$ cat config.mk
export PLATFORM = sky130hd
export DESIGN_NAME = cmp_share_arbiter_flat
export DESIGN_NICKNAME = d
export VERILOG_FILES = /design/src/rtl/cmp_share_arbiter_if.sv /design/src/rtl/cmp_share_arbiter.sv /design/src/flat_wrapper.sv
export SDC_FILE = /design/constraint.sdc
export NUM_CORES = 1
export LEC_CHECK = 0
export CAP_MARGIN = 20
export CORE_ASPECT_RATIO = 1.4
export CORE_MARGIN = 10
export CORE_UTILIZATION = 30
export CTS_CLUSTER_SIZE = 12
export DETAILED_ROUTE_END_ITERATION = 6
export GPL_ROUTABILITY_DRIVEN = 1
export PLACE_DENSITY_LB_ADDON = 0.12
export SETUP_SLACK_MARGIN = 0.4
export SLEW_MARGIN = 40
export SYNTH_ARGS = -nofsm -noshare
export SYNTH_HDL_FRONTEND = slang
export SYNTH_SLANG_ARGS = --single-unit
$ cat constraint.sdc
create_clock -name clk -period 2.8 [get_ports clk]
set_input_delay 0.84 -clock clk [delete_from_list [all_inputs] [get_ports clk]]
set_output_delay 0.84 -clock clk [all_outputs]
set_load 0.05 [all_outputs]
$ cat src/rtl/cmp_share_arbiter_if.sv
// Request/result bundle for the shared set-less-than compare unit.
// The slave modport is the arbiter's view; master is the requesters plus result consumer.
interface cmp_share_arbiter_if #(
   parameter int unsigned DATA_W = 32,
   parameter int unsigned TAG_W  = 5
);
   logic              s0_valid;
   logic              s0_ready;
   logic [DATA_W-1:0] s0_op1;
   logic [DATA_W-1:0] s0_op2;
   logic [6:0]        s0_opcode;
   logic [2:0]        s0_func3;
   logic [TAG_W-1:0]  s0_tag;

   logic              s1_valid;
   logic              s1_ready;
   logic [DATA_W-1:0] s1_op1;
   logic [DATA_W-1:0] s1_op2;
   logic [6:0]        s1_opcode;
   logic [2:0]        s1_func3;
   logic [TAG_W-1:0]  s1_tag;

   logic              m_valid;
   logic              m_ready;
   logic [DATA_W-1:0] m_result;
   logic              m_src;
   logic [TAG_W-1:0]  m_tag;
   logic [15:0]       conflict_cnt;

   modport master (
      output s0_valid, s0_op1, s0_op2, s0_opcode, s0_func3, s0_tag,
      output s1_valid, s1_op1, s1_op2, s1_opcode, s1_func3, s1_tag,
      output m_ready,
      input  s0_ready, s1_ready,
      input  m_valid, m_result, m_src, m_tag, conflict_cnt
   );

   modport slave (
      input  s0_valid, s0_op1, s0_op2, s0_opcode, s0_func3, s0_tag,
      input  s1_valid, s1_op1, s1_op2, s1_opcode, s1_func3, s1_tag,
      input  m_ready,
      output s0_ready, s1_ready,
      output m_valid, m_result, m_src, m_tag, conflict_cnt
   );
endinterface

$ cat src/rtl/cmp_share_arbiter.sv
// Round-robin arbiter in front of one shared SLT/SLTU compare, with a single registered
// result stage under valid/ready backpressure.
module cmp_share_arbiter #(
   parameter int unsigned DATA_W = 32,
   parameter int unsigned TAG_W  = 5
) (
   input logic                clk,
   input logic                rst_n,
   cmp_share_arbiter_if.slave bus
);

   localparam logic [6:0] OpcOp    = 7'b0110011;
   localparam logic [6:0] OpcOpImm = 7'b0010011;
   localparam logic [2:0] F3Slt    = 3'b010;
   localparam logic [2:0] F3Sltu   = 3'b011;

   logic              r_m_valid;
   logic [DATA_W-1:0] r_m_result;
   logic              r_m_src;
   logic [TAG_W-1:0]  r_m_tag;
   logic [15:0]       r_conflict_cnt;
   logic              r_rr_ptr;

   logic              w_can_issue;
   logic              w_contest;
   logic              w_gnt;
   logic              w_gnt_sel;
   logic [DATA_W-1:0] w_op1;
   logic [DATA_W-1:0] w_op2;
   logic [6:0]        w_opcode;
   logic [2:0]        w_func3;
   logic [TAG_W-1:0]  w_tag;
   logic              w_is_cmp;
   logic              w_lt_s;
   logic              w_lt_u;
   logic              w_res_bit;

   assign w_can_issue = !r_m_valid || bus.m_ready;
   assign w_contest   = bus.s0_valid && bus.s1_valid && w_can_issue;

   always_comb begin
      w_gnt     = 1'b0;
      w_gnt_sel = 1'b0;
      if (w_can_issue) begin
         if (bus.s0_valid && bus.s1_valid) begin
            w_gnt     = 1'b1;
            w_gnt_sel = r_rr_ptr;
         end else if (bus.s0_valid) begin
            w_gnt     = 1'b1;
            w_gnt_sel = 1'b0;
         end else if (bus.s1_valid) begin
            w_gnt     = 1'b1;
            w_gnt_sel = 1'b1;
         end
      end
   end

   // Ready depends only on valids, m_ready and registered state, never on payload.
   assign bus.s0_ready = w_gnt && !w_gnt_sel;
   assign bus.s1_ready = w_gnt && w_gnt_sel;

   always_comb begin
      if (w_gnt_sel) begin
         w_op1    = bus.s1_op1;
         w_op2    = bus.s1_op2;
         w_opcode = bus.s1_opcode;
         w_func3  = bus.s1_func3;
         w_tag    = bus.s1_tag;
      end else begin
         w_op1    = bus.s0_op1;
         w_op2    = bus.s0_op2;
         w_opcode = bus.s0_opcode;
         w_func3  = bus.s0_func3;
         w_tag    = bus.s0_tag;
      end
   end

   assign w_is_cmp = (w_opcode == OpcOp) || (w_opcode == OpcOpImm);
   assign w_lt_s   = $signed(w_op1) < $signed(w_op2);
   assign w_lt_u   = w_op1 < w_op2;

   // Unsupported encodings still flow through and return 0.
   always_comb begin
      w_res_bit = 1'b0;
      if (w_is_cmp) begin
         case (w_func3)
            F3Slt:   w_res_bit = w_lt_s;
            F3Sltu:  w_res_bit = w_lt_u;
            default: w_res_bit = 1'b0;
         endcase
      end
   end

   always_ff @(posedge clk or negedge rst_n) begin
      if (!rst_n) begin
         r_m_valid      <= 1'b0;
         r_m_result     <= '0;
         r_m_src        <= 1'b0;
         r_m_tag        <= '0;
         r_conflict_cnt <= '0;
         r_rr_ptr       <= 1'b0;
      end else begin
         if (w_gnt) begin
            r_m_valid  <= 1'b1;
            r_m_result <= DATA_W'(w_res_bit);
            r_m_src    <= w_gnt_sel;
            r_m_tag    <= w_tag;
            r_rr_ptr   <= ~w_gnt_sel;
         end else if (bus.m_ready) begin
            r_m_valid <= 1'b0;
         end
         if (w_contest && (r_conflict_cnt != 16'hFFFF)) begin
            r_conflict_cnt <= r_conflict_cnt + 16'd1;
         end
      end
   end

   assign bus.m_valid      = r_m_valid;
   assign bus.m_result     = r_m_result;
   assign bus.m_src        = r_m_src;
   assign bus.m_tag        = r_m_tag;
   assign bus.conflict_cnt = r_conflict_cnt;

endmodule

$ cat src/flat_wrapper.sv
// flat-port wrapper written by rule: the top's interface ports become plain ports
module cmp_share_arbiter_flat 
#(
   parameter int unsigned DATA_W = 32,
   parameter int unsigned TAG_W  = 5
)
  (clk, rst_n, bus_s0_valid, bus_s0_op1, bus_s0_op2, bus_s0_opcode, bus_s0_func3, bus_s0_tag, bus_s1_valid, bus_s1_op1, bus_s1_op2, bus_s1_opcode, bus_s1_func3, bus_s1_tag, bus_m_ready, bus_s0_ready, bus_s1_ready, bus_m_valid, bus_m_result, bus_m_src, bus_m_tag, bus_conflict_cnt);
  cmp_share_arbiter_if #(.DATA_W(DATA_W), .TAG_W(TAG_W)) bus_i ();
  input logic clk;
  input logic rst_n;
  input wire logic [$bits(bus_i.s0_valid)-1:0] bus_s0_valid;
  input wire logic [$bits(bus_i.s0_op1)-1:0] bus_s0_op1;
  input wire logic [$bits(bus_i.s0_op2)-1:0] bus_s0_op2;
  input wire logic [$bits(bus_i.s0_opcode)-1:0] bus_s0_opcode;
  input wire logic [$bits(bus_i.s0_func3)-1:0] bus_s0_func3;
  input wire logic [$bits(bus_i.s0_tag)-1:0] bus_s0_tag;
  input wire logic [$bits(bus_i.s1_valid)-1:0] bus_s1_valid;
  input wire logic [$bits(bus_i.s1_op1)-1:0] bus_s1_op1;
  input wire logic [$bits(bus_i.s1_op2)-1:0] bus_s1_op2;
  input wire logic [$bits(bus_i.s1_opcode)-1:0] bus_s1_opcode;
  input wire logic [$bits(bus_i.s1_func3)-1:0] bus_s1_func3;
  input wire logic [$bits(bus_i.s1_tag)-1:0] bus_s1_tag;
  input wire logic [$bits(bus_i.m_ready)-1:0] bus_m_ready;
  output wire logic [$bits(bus_i.s0_ready)-1:0] bus_s0_ready;
  output wire logic [$bits(bus_i.s1_ready)-1:0] bus_s1_ready;
  output wire logic [$bits(bus_i.m_valid)-1:0] bus_m_valid;
  output wire logic [$bits(bus_i.m_result)-1:0] bus_m_result;
  output wire logic [$bits(bus_i.m_src)-1:0] bus_m_src;
  output wire logic [$bits(bus_i.m_tag)-1:0] bus_m_tag;
  output wire logic [$bits(bus_i.conflict_cnt)-1:0] bus_conflict_cnt;
  assign bus_i.s0_valid = bus_s0_valid;
  assign bus_i.s0_op1 = bus_s0_op1;
  assign bus_i.s0_op2 = bus_s0_op2;
  assign bus_i.s0_opcode = bus_s0_opcode;
  assign bus_i.s0_func3 = bus_s0_func3;
  assign bus_i.s0_tag = bus_s0_tag;
  assign bus_i.s1_valid = bus_s1_valid;
  assign bus_i.s1_op1 = bus_s1_op1;
  assign bus_i.s1_op2 = bus_s1_op2;
  assign bus_i.s1_opcode = bus_s1_opcode;
  assign bus_i.s1_func3 = bus_s1_func3;
  assign bus_i.s1_tag = bus_s1_tag;
  assign bus_i.m_ready = bus_m_ready;
  assign bus_s0_ready = bus_i.s0_ready;
  assign bus_s1_ready = bus_i.s1_ready;
  assign bus_m_valid = bus_i.m_valid;
  assign bus_m_result = bus_i.m_result;
  assign bus_m_src = bus_i.m_src;
  assign bus_m_tag = bus_i.m_tag;
  assign bus_conflict_cnt = bus_i.conflict_cnt;
  cmp_share_arbiter #(.DATA_W(DATA_W), .TAG_W(TAG_W)) u_core (.clk(clk), .rst_n(rst_n), .bus(bus_i));
endmodule
Yosys cells after proc, flatten, opt, wreduce, memory -nomap -nowiden:

Cells that the tools add are included.

* register bits after elaboration: 25
* bits of input ports: 163

* $add $sub $neg: 1
* magnitude comparators: 2
* equality and inequality tests: 5
* muxes and demuxes: 16
* bitwise logic cells: 1
* reduce and logical (&&, ||, !) cells: 10

Operators by type and width (count)
* $lt 32x32->1: 2
* $mux 32: 2
* $add 16x1->16 const B: 1
* $ne 16x16->1 const B: 1
* $mux 1: 10
* $eq 7x5->1 const B: 1
* $eq 7x6->1 const B: 1
* $mux 7: 1
* $eq 3x2->1 const B: 2
* $logic_and 1x1->1: 5
* $mux 5: 1
* $mux 3: 1
* $logic_not 1->1: 2
* $logic_or 1x1->1: 2
* $pmux 1 s2: 1
* $reduce_bool 2->1: 1
* $not 1->1: 1

Longest topological paths before layout:

* depth after elaboration: 8
* mapped depth: 14

Least setup slack after synthesis:

OpenSTA, ideal clock, no wires.

* path type: input to register
* start: in bus_m_ready
* end: reg u_core.r_m_result[0] (netlist: u_core.bus.m_result[0])
* library setup time: 0.126 ns
* arrival: 3.381 ns
* required time: 2.674 ns
* slack: -0.707 ns
* stages on the path: 13
* cell sequence: nand2b_1 > buf_2 > nand3_2 > inv_2 > clkbuf_1 > nand2_1 > nand2_1 > ha_1 > a21oi_1 > a21boi_0 > o221a_2 > o211a_1 > a221o_1

* longest elaborated chain between the ends: 6
* elaborated cells between the ends (all ways): 16
* classes of those cells: order compare: 2; eq/ne: 4; mux: 8; reduce/logical: 2

RTL lines
* start, declared: line flat_wrapper.sv:23 `input wire logic [$bits(bus_i.m_ready)-1:0] bus_m_ready;`
* $logic_or 1x1->1 (*): line cmp_share_arbiter.sv:38 `assign w_can_issue = !r_m_valid || bus.m_ready;`
* $mux 1: line cmp_share_arbiter.sv:44 `if (w_can_issue) begin`
* $mux 32, or another cell as far along: line cmp_share_arbiter.sv:63 `if (w_gnt_sel) begin`
* $lt 32x32->1, or another cell as far along: line cmp_share_arbiter.sv:80 `assign w_lt_u = w_op1 < w_op2;`
* $pmux 1 s2 or $logic_or 1x1->1 (tied branches): line cmp_share_arbiter.sv:86, cmp_share_arbiter.sv:78
* $mux 1: line cmp_share_arbiter.sv:85 `if (w_is_cmp) begin`
* end signal, assigned: line cmp_share_arbiter.sv:105 `r_m_result <= DATA_W'(w_res_bit);`
* end, declared: line cmp_share_arbiter.sv:18 `logic [DATA_W-1:0] r_m_result;`

Mark *: on every way between the ends. The rest lies on a longest branch, timed or not.
A chain may end at the register's enable or synchronous reset.

Worst setup path in the final report:

Same ends and word-level chain as after synthesis.

==> metrics.yaml <==
hold_viol_final: 0
rsz0062_at_grt: "true"
die_area_um2: 13900
cp_cell_sequence: "buf_6 -> nand2b_4 -> nand3_4 -> inv_8 -> buf_12 -> buf_16 -> nand2_1 -> nand2_1 -> ha_1 -> nand4_1 -> nor3_4 -> nand2_1 -> o22a_1 -> a221o_1"
synth_cell_types: 46
first_pass_iters: 4
pre_cts_slack_ns: -0.628
fin_tns_setup_ns: 0
grt_usage_pct: 16.6
critPathMaxFanout: 8
ir_drop_v: 0.000417
worstMarginPinSlew_ns: 0.562
slew_violations: 0
p_leak_nw: 2.52
max_stage_delay_ns: 0.32
seq_area_frac_synth_pct: 21.9
final_cell_mix: "172 x clkdlybuf4s50_1, 113 x nand2_1, 31 x conb_1"
antenna_found_initial: 1
yosysTopAreaCell: "dfrtp_1"
vias: 3240
fin_crit_ns: 2.78
min_path_type: "reg -> reg"
numCtsBuffers: 3
wl_um: 11900
die_h_um: 135
slew_headroom_pct: 62.4
power_w: 0.00201
port_buffers: 186
ant_nets: 0
layout_commonest_cell: "clkdlybuf4s50_1"
period_share_pct: 99.4
grt_start_max_net_pins: 26
dp.cells: 669
max-cap-violations: 0
synth-edff-count: 0
syn_area_um2: 2850
clock-root-buffer: "clkbuf_16"
holdWs_ns: 0.483
syn_area_per_cell_um2: 7.81
async_flop_share_pct: 100
synth-seq-cells: 25
synth_warnings: 0
crit_required_ns: 2.94
drc: 0
clk_latency_ns: 0.26
clkTransAtPathRegs_ns: 0.06
syn_inst: 365
synth_area_leaders: "dfrtp_1 22%, nand2_1 16%, ha_1 14%"
coreArea_um2: 9350
cpMaxStageDelayCell: "a221o_1"
synth_top_area_share_pct: 21.9
final_nets: 769
ios: 220
fmax_mhz: 359
routed_via_density: 4.74
cp.arrival_ns: 2.92
htree_levels: 1
fp-row-count: 42
dpl.hpwl_um: 9980
cts_buffer_depth: 2
fin_cells: 684
grt_pass1_wl_um: 18500
grt_overflow_total: 0
start_util_pct: 30.5
grt_pass1_vias: 3524
cp-end-kind: "flip-flop"
criticalPathCategory: "in -> reg"
synth_ff_type: "dfrtp_1"
drt_iter0_markers: 54
clock-sinks: 25
worstSetupStartpointType: "input pin"
crit_top_cell: "nand2_1"
outcome: "completed"
cts_hold_buf: 0
wire_per_inst_um: 17.3
cts_tree: "built"
area_delta_synth_final_pct: 91.6
die_x_um: 102
skew_ns: 0.00452
power.density_nw_per_um2: 368
fin_ws_ns: 0.0171
drive_above_1_share_pct: 14.5
globalplace.congestion: 0.807
final-setup-viol-count: 0
[state kept, by name, summed over array words and instances, names as in the netlist]
signal	cells
u_core.r_rr_ptr	1
u_core.bus.m_valid	1
u_core.bus.m_tag	5
u_core.bus.conflict_cnt	16
u_core.bus.m_result	1
u_core.bus.m_src	1
[worst max-delay path: cells and delay by family]
family / cells / cell delay (ns)
adder cells (fa/ha/maj): 1 / 0.29
AO/OA/AOI/OAI: 2 / 0.54
AND/OR/NAND/NOR: 7 / 0.84
buffers and inverters: 4 / 0.41
[worst paths after layout]
kind | from | end | slack [ns] | cells after the start
worst max-delay path | bus_m_ready | u_core.bus.m_result[0] | 0.02 | 14
worst min-delay path | u_core.bus.m_src | u_core.bus.m_src | 0.48 | 2
worst max register to register | u_core.r_rr_ptr | u_core.bus.m_result[0] | 0.25 | 13
worst min register to register | u_core.bus.m_src | u_core.bus.m_src | 0.48 | 2
max in group asynchronous | rst_n | u_core.bus.m_src | 1.61 | 2
min in group asynchronous | rst_n | u_core.bus.conflict_cnt[8] | 0.94 | 2
[logic make-up after synthesis]
logic type,count (synthesis),share of synthesized area [%]
AND/OR/NAND/NOR,167,26.4
buffers and inverters,49,11.1
adder cells (fa/ha/maj),32,14.0
multiplexers,33,11.6
flip-flops,25,21.9
XOR/XNOR,15,4.61
AO/OA/AOI/OAI,43,10.1
other,1,0.132
[stage by stage]
stage / area [µm²] / utilization (%)
after floorplan: 3060 / -
after global placement: 4950 / 52.9
after detailed placement: 4950 / 52.9
after CTS: 5370 / 57.4
after global routing: 5460 / 58.4
final: 5460 / 58.4
[cells in the mapped netlist, types with 2 or more instances]
cell type  number
buf_4          31
o21ai_0         4
xnor2_1        12
buf_2           6
xor2_1          3
o21a_1          3
nor4bb_1        3
inv_1           3
a21oi_1        17
ha_1           32
a22oi_1         5
nand2_1       121
clkbuf_1        6
nand4_1        12
and3_1          4
dfrtp_1        25
o21ai_1         2
nand3_1         8
nand2b_1        2
mux2i_1        32
nor2_1          8
a211oi_1        2
[metal layers]
layer | share of wire, % | GRT usage, % | vias up
met4 | 0.89 | 3.22 | 0
li1 | - | - | 1625
met5 | 0 | 0 | -
met2 | 54 | 31.9 | 116
met1 | 36 | 17.1 | 1491
met3 | 8.7 | 4.95 | 8
[what timing repair did]
item                                    in CTS  in global routing
buffers inserted                             7                  0
endpoints found under the setup margin      10                  9
cloned                                       3                  0
gates resized for setup                     58                 22
pin swaps                                   26                 12
[layout make-up]
type                            instances  area [µm²]
Fill cell                             902        3890
Sequential cell                        25         626
Antenna cell                            1        2.50
Multi-Input combinational cell        321        2270
Clock buffer                            3        75.1
Tap cell                              110         138
Timing Repair Buffer                  218        2320
Inverter                                5        26.3
Clock inverter                          1        5.00
[power breakdown]
group	internal, W	switching (W)	leakage (nW)
registers	0.000414	0.0000683	0.322
clock network	0.000192	0.000126	0.0409
logic	0.000568	0.000639	2.15
(Power assumes the default switching activity.)
